==> config.mk <==
export PLATFORM = sky130hd
export DESIGN_NAME = menu_controller
export DESIGN_NICKNAME = d
export VERILOG_FILES = /design/src/rtl/menu_controller.sv
export SDC_FILE = /design/constraint.sdc
export NUM_CORES = 1
export LEC_CHECK = 0
export BUFFER_PORTS_ARGS = -buffer_cell sky130_fd_sc_hd__buf_2
export CORE_MARGIN = 2
export CORE_UTILIZATION = 56
export CTS_CLUSTER_SIZE = 20
export DETAILED_ROUTE_END_ITERATION = 10
export PLACE_DENSITY = 0.76
export SETUP_SLACK_MARGIN = 0.2
export SYNTH_ARGS = -nofsm -noshare
export SYNTH_HDL_FRONTEND = slang
export SYNTH_SLANG_ARGS = --single-unit
==> constraint.sdc <==
create_clock -name clk -period 4.7 [get_ports clk]
set_input_delay 1.175 -clock clk [delete_from_list [all_inputs] [get_ports clk]]
set_output_delay 1.175 -clock clk [all_outputs]
set_load 0.05 [all_outputs]
==> src/rtl/menu_controller.sv <==
// menu_controller: two-state (BROWSE/EDIT) menu engine driven by debounced
// button pulses. Holds one 7-bit value per item, presents the selected item's
// value as registered BCD digits, and raises a display refresh request that
// coalesces events until the display writer acknowledges.
//
// Ports:
//   clk, rst_n            clock, asynchronous active-low reset
//   up_pulse, down_pulse  navigation / value step pulses (one cycle)
//   sel_pulse             toggles BROWSE <-> EDIT (one cycle)
//   upd_ack               display writer consumed current fields
//   upd_req               refresh request, held until acknowledged
//   item_idx              selected item
//   value_tens/ones       BCD digits of the selected item's value
//   edit_mode             1 = EDIT, 0 = BROWSE
module menu_controller #(
  parameter int NUM_ITEMS    = 4,
  parameter int MAX_VALUE    = 99,
  parameter int EDIT_TIMEOUT = 500000000,
  localparam int IDX_W = (NUM_ITEMS > 1) ? $clog2(NUM_ITEMS) : 1
) (
  input  logic             clk,
  input  logic             rst_n,
  input  logic             up_pulse,
  input  logic             down_pulse,
  input  logic             sel_pulse,
  input  logic             upd_ack,
  output logic             upd_req,
  output logic [IDX_W-1:0] item_idx,
  output logic [3:0]       value_tens,
  output logic [3:0]       value_ones,
  output logic             edit_mode
);

  localparam int CNT_W = $clog2(EDIT_TIMEOUT + 1);

  typedef enum logic {BROWSE = 1'b0, EDIT = 1'b1} state_t;

  state_t           state, state_n;
  logic [6:0]       vals [NUM_ITEMS];
  logic [IDX_W-1:0] idx_n;
  logic [6:0]       cur_val, val_n, disp_val;
  logic [CNT_W-1:0] cnt, cnt_n;
  logic             wr, evt, pulse, init_done, req_n;

  assign pulse     = up_pulse | down_pulse | sel_pulse;
  assign cur_val   = vals[item_idx];
  assign edit_mode = (state == EDIT);

  always_comb begin
    state_n = state;
    idx_n   = item_idx;
    val_n   = cur_val;
    wr      = 1'b0;
    evt     = 1'b0;
    if (sel_pulse) begin
      // select wins over any simultaneous up/down
      state_n = (state == BROWSE) ? EDIT : BROWSE;
      evt     = 1'b1;
    end else if (up_pulse ^ down_pulse) begin
      // up+down together cancel out and are not an event
      evt = 1'b1;
      if (state == BROWSE) begin
        if (up_pulse)
          idx_n = (item_idx == IDX_W'(NUM_ITEMS - 1)) ? '0 : item_idx + 1'b1;
        else
          idx_n = (item_idx == '0) ? IDX_W'(NUM_ITEMS - 1) : item_idx - 1'b1;
      end else begin
        wr = 1'b1;
        if (up_pulse)
          val_n = (cur_val == 7'(MAX_VALUE)) ? 7'd0 : cur_val + 7'd1;
        else
          val_n = (cur_val == 7'd0) ? 7'(MAX_VALUE) : cur_val - 7'd1;
      end
    end else if (state == EDIT && !pulse && cnt == CNT_W'(EDIT_TIMEOUT - 1)) begin
      state_n = BROWSE;
      evt     = 1'b1;
    end

    // counts pulse-free cycles spent in EDIT; zero on entry, on any pulse,
    // and throughout BROWSE
    cnt_n = (state == EDIT && state_n == EDIT && !pulse) ? cnt + 1'b1 : '0;

    // digits track the value that will be selected after this edge
    disp_val = wr ? val_n : vals[idx_n];

    // first edge after reset forces one initial draw request
    if (evt || !init_done) req_n = 1'b1;
    else if (upd_ack)      req_n = 1'b0;
    else                   req_n = upd_req;
  end

  always_ff @(posedge clk or negedge rst_n) begin
    if (!rst_n) begin
      state      <= BROWSE;
      item_idx   <= '0;
      value_tens <= '0;
      value_ones <= '0;
      cnt        <= '0;
      upd_req    <= 1'b0;
      init_done  <= 1'b0;
      for (int i = 0; i < NUM_ITEMS; i++) vals[i] <= '0;
    end else begin
      state      <= state_n;
      item_idx   <= idx_n;
      value_tens <= 4'(disp_val / 7'd10);
      value_ones <= 4'(disp_val % 7'd10);
      cnt        <= cnt_n;
      upd_req    <= req_n;
      init_done  <= 1'b1;
      if (wr) vals[item_idx] <= val_n;
    end
  end

endmodule

==> summary.txt, run 1 <==
Place
  – Final GP Congestion: 0.884
  – Post-DP HPWL: about 8000 um
  – Placed cells: 629
  – I/O Buffers: 17

Logic synthesis
  – Library cells used by synthesis: 68
  – Post-synthesis sequential area ratio: 0.388
  – Post-Syn Area: roughly 0.0045 mm^2
  – YS warnings: 0
  – FFs w/ async S/R, synth: 1.00
  – Seq cells post-synth: 70
  – Post-Synthesis Cells: ~500
  – Syn_nets: between 500 and 600
  – Avg Inst Size Synth: 9.05 um^2
  – Ys flop type: dfrtp_1
  – EDFF count, synth: 0

Final layout
  – Fin cells: around 650
  – Commonest non-fill, non-tap cell in the layout: dfrtp_1
  – Most frequent cells in the layout: dfrtp_1 (68), nor2_1 (53), nand2_1 (40)
  – Share of cells above drive strength 1: 0.209
  – Ant. Diodes: 0
  – Nets: 560
  – Final core utilization: 0.673
  – Area grow syn2layout: 15.6%

Run
  – Max cap viols: 0

CTS
  – Cts-stage hold buffer count: 0
  – CTS tree: yes
  – Clock sink total: 70
  – Clock buffer count from CTS: 9
  – Bufs on Longest Clock Path: 2
  – Clock-pin slew on the worst setup and hold paths: 0.08 ns
  – Skew-Pair Late Insertion Delay: around 0.35 ns
  – Clock root buffer: clkbuf_8
  – Htree depth: 3

STA
  – Worst-Margin Slew: just under 1 ns
  – RSZ-0062 raised after global routing: true
  – Worst hold margin: ~0.43 ns
  – Fin crit period: about 4.4 ns
  – Slew HR: 0.344
  – Clock Skew: between 0.01 and 0.015 ns
  – Max-slew violation count: 0
  – Fmax: between 200 and 250 MHz
  – Final setup fails: 0
  – Final hold violations: 0
  – Final Cycle Share: 0.935

Worst setup path
  – Critical Path Source Type: primary input
  – WP data required: between 4 and 5 ns
  – Critical path endpoint category: flop
  – CP arrival: ~4.7 ns
  – WS Path Type: in2reg
  – Flop2flop setup slack: 0.39 ns
  – Critical path peak fanout: 5

GRT
  – Global route overflow: 0
  – Met2 Usage GRT: 0.439
  – Met1 Resource Use GR: 0.352
  – Global router's overall resource usage: 0.264
  – Met3 Usage GRT: 0.0417
  – Largest net degree at the start of global routing: 44
  – Gr busiest metal: met2
  – First-pass GRT wire length: about 18000 um
  – Initial antenna violation count: 0
  – Vias in the first global route: between 3000 and 4000

Route
  – Vias/cell: roughly 6.2
  – Antenna-violating nets left: 0
  – First DRT Iteration DRCs: 330
  – DR vias: 4059
  – Detailed-route wire length per cell: about 17 um
  – # DRC: 0
  – Pre-antenna DRT Iters: 5
  – Drt total wl: around 11000 um

Min path
  – Worst hold-check path type: reg2reg

Floorplanning
  – IO Count: 18
  – Core Area: 0.00777 mm^2
  – Chip width: 93.8 um
  – Row cnt: 32
  – Initial Util: 0.582
  – Die Span Y: ~94 um
  – DIE AREA: slightly below 0.009 mm^2

Power and ir drop
  – VDD IR max: between 0.2 and 0.3 mV
  – Pleak: between 2 and 2.5 nW
  – PwrDens: 798 mW/mm^2

Outcome
  – Status: completed
==> per-stage QoR <==
stage	TNS [ns]	cell area (um^2)	setup WS [ns]	total power, mW
after floorplan	0	4610	0.172	2.81
after global placement	0	4940	0.115	3.41
after detailed placement	-0.0678	4940	-0.0678	3.50
after CTS	0	5160	0.203	4.03
after global routing	0	5220	0.128	4.46
final	0	5220	0.307	4.17
==> where the power goes <==
| group | switching, mW | internal [mW] |
|---|---|---|
| logic | 1.55 | 1.20 |
| clock network | 0.243 | 0.280 |
| registers | 0.135 | 0.763 |
==> state kept, by name, indices dropped and copies added, names as in the netlist <==
signal      cells
item_idx        2
init_done       1
upd_req         1
cnt            29
value_tens      4
edit_mode       1
value_ones      4
vals           28
==> cells in the mapped netlist, types with 8 or more instances <==
cell type  count  area (um^2)
nor2_1        53          199
ha_1          10          125
mux4_2         9          203
nor3_1        12         60.1
nand2_1       40          150
dfrtp_1       70         1750
nand3_1       22          110
a21oi_1       38          190
nand2b_1       8         50.1
a31oi_1        9         56.3
o21ai_0       27          135
mux2i_1       16          160
inv_1         18         67.6
xor2_1        20          175
clkbuf_1      16         60.1
xnor2_1       12          105
and3_1        10         62.6
nand4_1       12         75.1
==> cell type report <==
class,instances,area (um^2)
clock buffer,11,151
tap,102,128
multi-input combinational,389,2670
inverter,18,72.6
clock inverter,5,65.1
fill,628,2540
sequential,70,1750
timing repair buffer,56,385
==> metal layers <==
layer,share of wire,wire length [um]
met5,0,0
met4,0.027,293
met3,0.055,612
met2,0.49,5450
met1,0.43,4700
==> cell families after synthesis <==
| family | count (synthesis) | share of synthesized area |
|---|---|---|
| other cells | 1 | 0.000830 |
| simple gates | 196 | 0.220 |
| flops | 70 | 0.388 |
| mux | 29 | 0.0903 |
| xor+xnor | 32 | 0.0620 |
| fa+ha+maj | 11 | 0.0299 |
| compound gates | 120 | 0.172 |
| buf+inv | 40 | 0.0374 |
==> what timing repair did <==
| item | 4_1_cts | 5_1_grt |
|---|---|---|
| gates resized for setup | 0 | 8 |
| endpoints found under the setup margin | 0 | 4 |
| buffers inserted | 0 | 6 |
==> worst max-delay path: stages <==
cell,delay (ns)
buf_2,0.13
inv_6,0.05
ha_4,0.28
nor3b_4,0.27
mux2i_2,0.28
inv_2,0.10
mux4_2,0.46
and2_4,0.17
o21a_1,0.18
mux2_4,0.27
a221oi_2,0.31
ha_2,0.26
o21ai_2,0.08
nor2_1,0.15
o211ai_2,0.09
o22ai_2,0.18
mux2i_1,0.22
==> worst paths after layout <==
| check | startpoint | to | depth (start not counted) |
|---|---|---|---|
| min in group asynchronous | rst_n | vals[22] | 1 |
| setup reg to reg | item_idx[0] | value_ones[2] | 18 |
| setup / recovery | up_pulse | value_ones[2] | 17 |
| hold reg to reg | init_done | upd_req | 1 |
| hold / removal | init_done | upd_req | 1 |
| max in group asynchronous | rst_n | cnt[19] | 2 |
Note: power is estimated with default switching activity, not from simulation.
==> run 2: changes to the inputs <==
==> constraint.sdc (replaced) <==
create_clock -name clk -period 4.7 [get_ports clk]
set_input_delay 0.235 -clock clk [delete_from_list [all_inputs] [get_ports clk]]
set_output_delay 0.235 -clock clk [all_outputs]
set_load 0.05 [all_outputs]
==> run 2 against run 1 <==
Compared with the run above: design area decreased by 3.2%; clock power decreased by 16%; via count decreased by 1.8%; critical path depth increased by 1; clock-buffer cell count unchanged; non-clock buffer count decreased by 15; critical endpoint unchanged.
==> summary.txt, run 2 (synthesis gave the netlist of run 1 again) <==
Power and ir drop
  – Clock network fraction of design power: 0.109 (-0.016)
  – VDD IR max: 0.281 mV (+12%)
  – Seq pwr share: 0.225 (+0.009)
  – Combinational power share: 0.666 (+0.007)
  – PwrDens: 792 mW/mm^2 (-0.70%)
  – Internal power: 2.09 mW (-6.8%)
  – Switch share: 0.479 (+0.0164)
  – Pleak: 2.07 nW (-5.1%)
  – Psw: 1.92 mW (-0.49%)

CTS
  – Clock-pin slew on the worst setup and hold paths: 0.08 ns (about the same)
  – Clock root buffer: clkbuf_8
  – Clock buffer count from CTS: 9 (unchanged)
  – Htree depth: 3 (unchanged)
  – Clock sink total: 70 (unchanged)
  – Skew-Pair Late Insertion Delay: 0.35 ns (about the same)
  – Bufs on Longest Clock Path: 2 (unchanged)
  – CTS tree: yes

GRT
  – First-pass GRT wire length: 17800 um (-2.4%)
  – Global route overflow: 0 (unchanged)
  – Largest net degree at the start of global routing: 53 (+20%)
  – Initial antenna violation count: 0 (unchanged)
  – Vias in the first global route: 3680 (-3.9%)
  – Global router's overall resource usage: 0.257 (-0.00751)

Final layout
  – Biggest regs: cnt: 29 flops, vals: 28 flops
  – Nets: 545 (-2.7%)
  – Most frequent cells in the layout: dfrtp_1 (68), nor2_1 (53), nand2_1 (40)
  – Commonest non-fill, non-tap cell in the layout: dfrtp_1
  – Largest Register: cnt
  – Layout fillers: 606 (-3.5%)
  – Ant. Diodes: 0 (unchanged)
  – Area grow syn2layout: 11.9%
  – Share of cells above drive strength 1: 0.176 (-0.0334)
  – Max reg flops: 29 (unchanged)

Place
  – Final GP Congestion: 0.996 (+13%)
  – Post-DP HPWL: 7390 um (-7.2%)
  – DP Worst Slack: 0.173 ns (+0.240 ns)
  – I/O Buffers: 17 (unchanged)

Worst setup path
  – Critical path peak fanout: 6 (+1)
  – WP data required: 4.97 ns (about the same)
  – Flop2flop setup slack: 0.40 ns (about the same)
  – Crit path launch: item_idx[0]
  – Reg2reg start: item_idx[0]
  – CP arrival: 4.57 ns (-0.09 ns)
  – WS Path Type: reg2reg
  – Reg2reg end: value_ones[2]
  – Critical path endpoint category: flop
  – Register-to-Register Path Depth: 18 (unchanged)
  – Critical Path Source Type: flop
  – CP Capture Point: value_ones[2]

STA
  – Final setup fails: 0 (unchanged)
  – RSZ-0062 raised after global routing: false
  – Final hold violations: 0 (unchanged)
  – Final worst setup slack: 0.405 ns (+0.0974 ns)
  – Final Cycle Share: 0.914 (-0.0207)
  – Fmax: 233 MHz (+2.3%)
  – Fin crit period: 4.30 ns (-0.0974 ns)
  – Slew HR: 0.259 (-0.0851)
  – Clock Skew: 0.00938 ns (-0.00323 ns)
  – Post-route setup TNS: 0 ns (unchanged)
  – Worst-Margin Slew: 1.11 ns (+0.127 ns)
  – Max-slew violation count: 0 (unchanged)

Floorplanning
  – Core Area: 0.00777 mm^2 (unchanged)
  – Initial Util: 0.582 (unchanged)
  – IO Count: 18 (unchanged)
  – Chip width: 93.8 um (unchanged)
  – Die Span Y: 93.8 um (unchanged)
  – Row cnt: 32 (unchanged)
  – DIE AREA: 0.00880 mm^2 (unchanged)

Run
  – Max cap viols: 0 (unchanged)

Min path
  – Worst hold-check path type: in2reg

Route
  – DR vias: 3987 (-1.8%)
  – # DRC: 0 (unchanged)
  – Antenna-violating nets left: 0 (unchanged)
  – Detailed-route wire length per cell: 16.6 um (-2.2%)
  – Drt total wl: 10600 um (-4.4%)
  – Vias/cell: 6.27 (+0.54%)
  – Pre-antenna DRT Iters: 5 (unchanged)
  – First DRT Iteration DRCs: 370 (+12%)

Outcome
  – Status: completed
[run 2: area by class of cell]
cell class	count	area, um^2	area share
repair buffers	41	275	0.0545
clock inverters	5	33.8	0.00668
clock buffers	11	141	0.0280
well taps	102	128	0.0252
multi-input cells	389	2660	0.525
flip-flops and latches	70	1750	0.347
inverters	18	67.6	0.0134
[run 2: per-layer routing]
layer  track usage  routed length (um)  up-vias
met5             0                   0        -
met4        0.0845                 272        0
met3        0.0562                 607       31
met2         0.414                5100      175
met1         0.346                4580     1906
li1              -                   -     1875
[run 2: worst min-delay path by stage]
stage	endpoint	cells past startpoint	start	slack [ns]
5_1_grt	upd_req	3	upd_ack	0.19
3_3_place_gp	vals[25]	1	rst_n	0.21
3_5_place_dp	vals[4]	1	rst_n	0.21
2_1_floorplan	cnt[0]	0	rst_n	-0.06
6_report	upd_req	3	upd_ack	0.17
4_1_cts	upd_req	3	upd_ack	0.17
[run 2: timing repair]
action                                  CTS  global route
hold endpoints to repair                 18             0
pin swaps                                 0             5
resized for setup                         0             8
hold buffers                              1             0
setup buffers                             2             5
endpoints found under the setup margin    2             4
gates cloned                              0             0
[run 2: power by group through the flow]
| stage | registers, mW | clock network (mW) | logic, mW |
|---|---|---|---|
| global placement | 0.903 | 0 | 2.39 |
| finish | 0.901 | 0.437 | 2.66 |
| CTS | 0.892 | 0.449 | 2.49 |
| global route | 0.916 | 0.477 | 2.90 |
| detailed placement | 0.911 | 0 | 2.44 |
| floorplan | 0.999 | 0 | 1.81 |
[run 2: stage by stage]
stage / utilization / cells / hold WS [ns] / power, mW / instance area [um^2]
floorplan: - / 499 / -0.0606 / 2.81 / 4580
global placement: 0.616 / 612 / 0.207 / 3.29 / 4790
detailed placement: 0.616 / 612 / 0.213 / 3.36 / 4790
CTS: 0.642 / 631 / 0.167 / 3.83 / 4990
global route: 0.651 / 636 / 0.189 / 4.30 / 5050
finish: 0.651 / 636 / 0.171 / 4.00 / 5050
[run 2: critical path, stage by stage (launching register included)]
cell and delay, ns:
dfrtp_2 0.40, mux4_2 0.57, inv_2 0.10, ha_2 0.20, inv_1 0.07, or4_1 0.53
a221oi_2 0.33, a211oi_4 0.10, or2_1 0.29, nor3_4 0.17, or2_1 0.16, nor3_1 0.06
a221oi_2 0.22, ha_2 0.25, o21ai_1 0.10, nand3b_1 0.11, o211ai_1 0.11, o22ai_2 0.21
mux2i_1 0.21
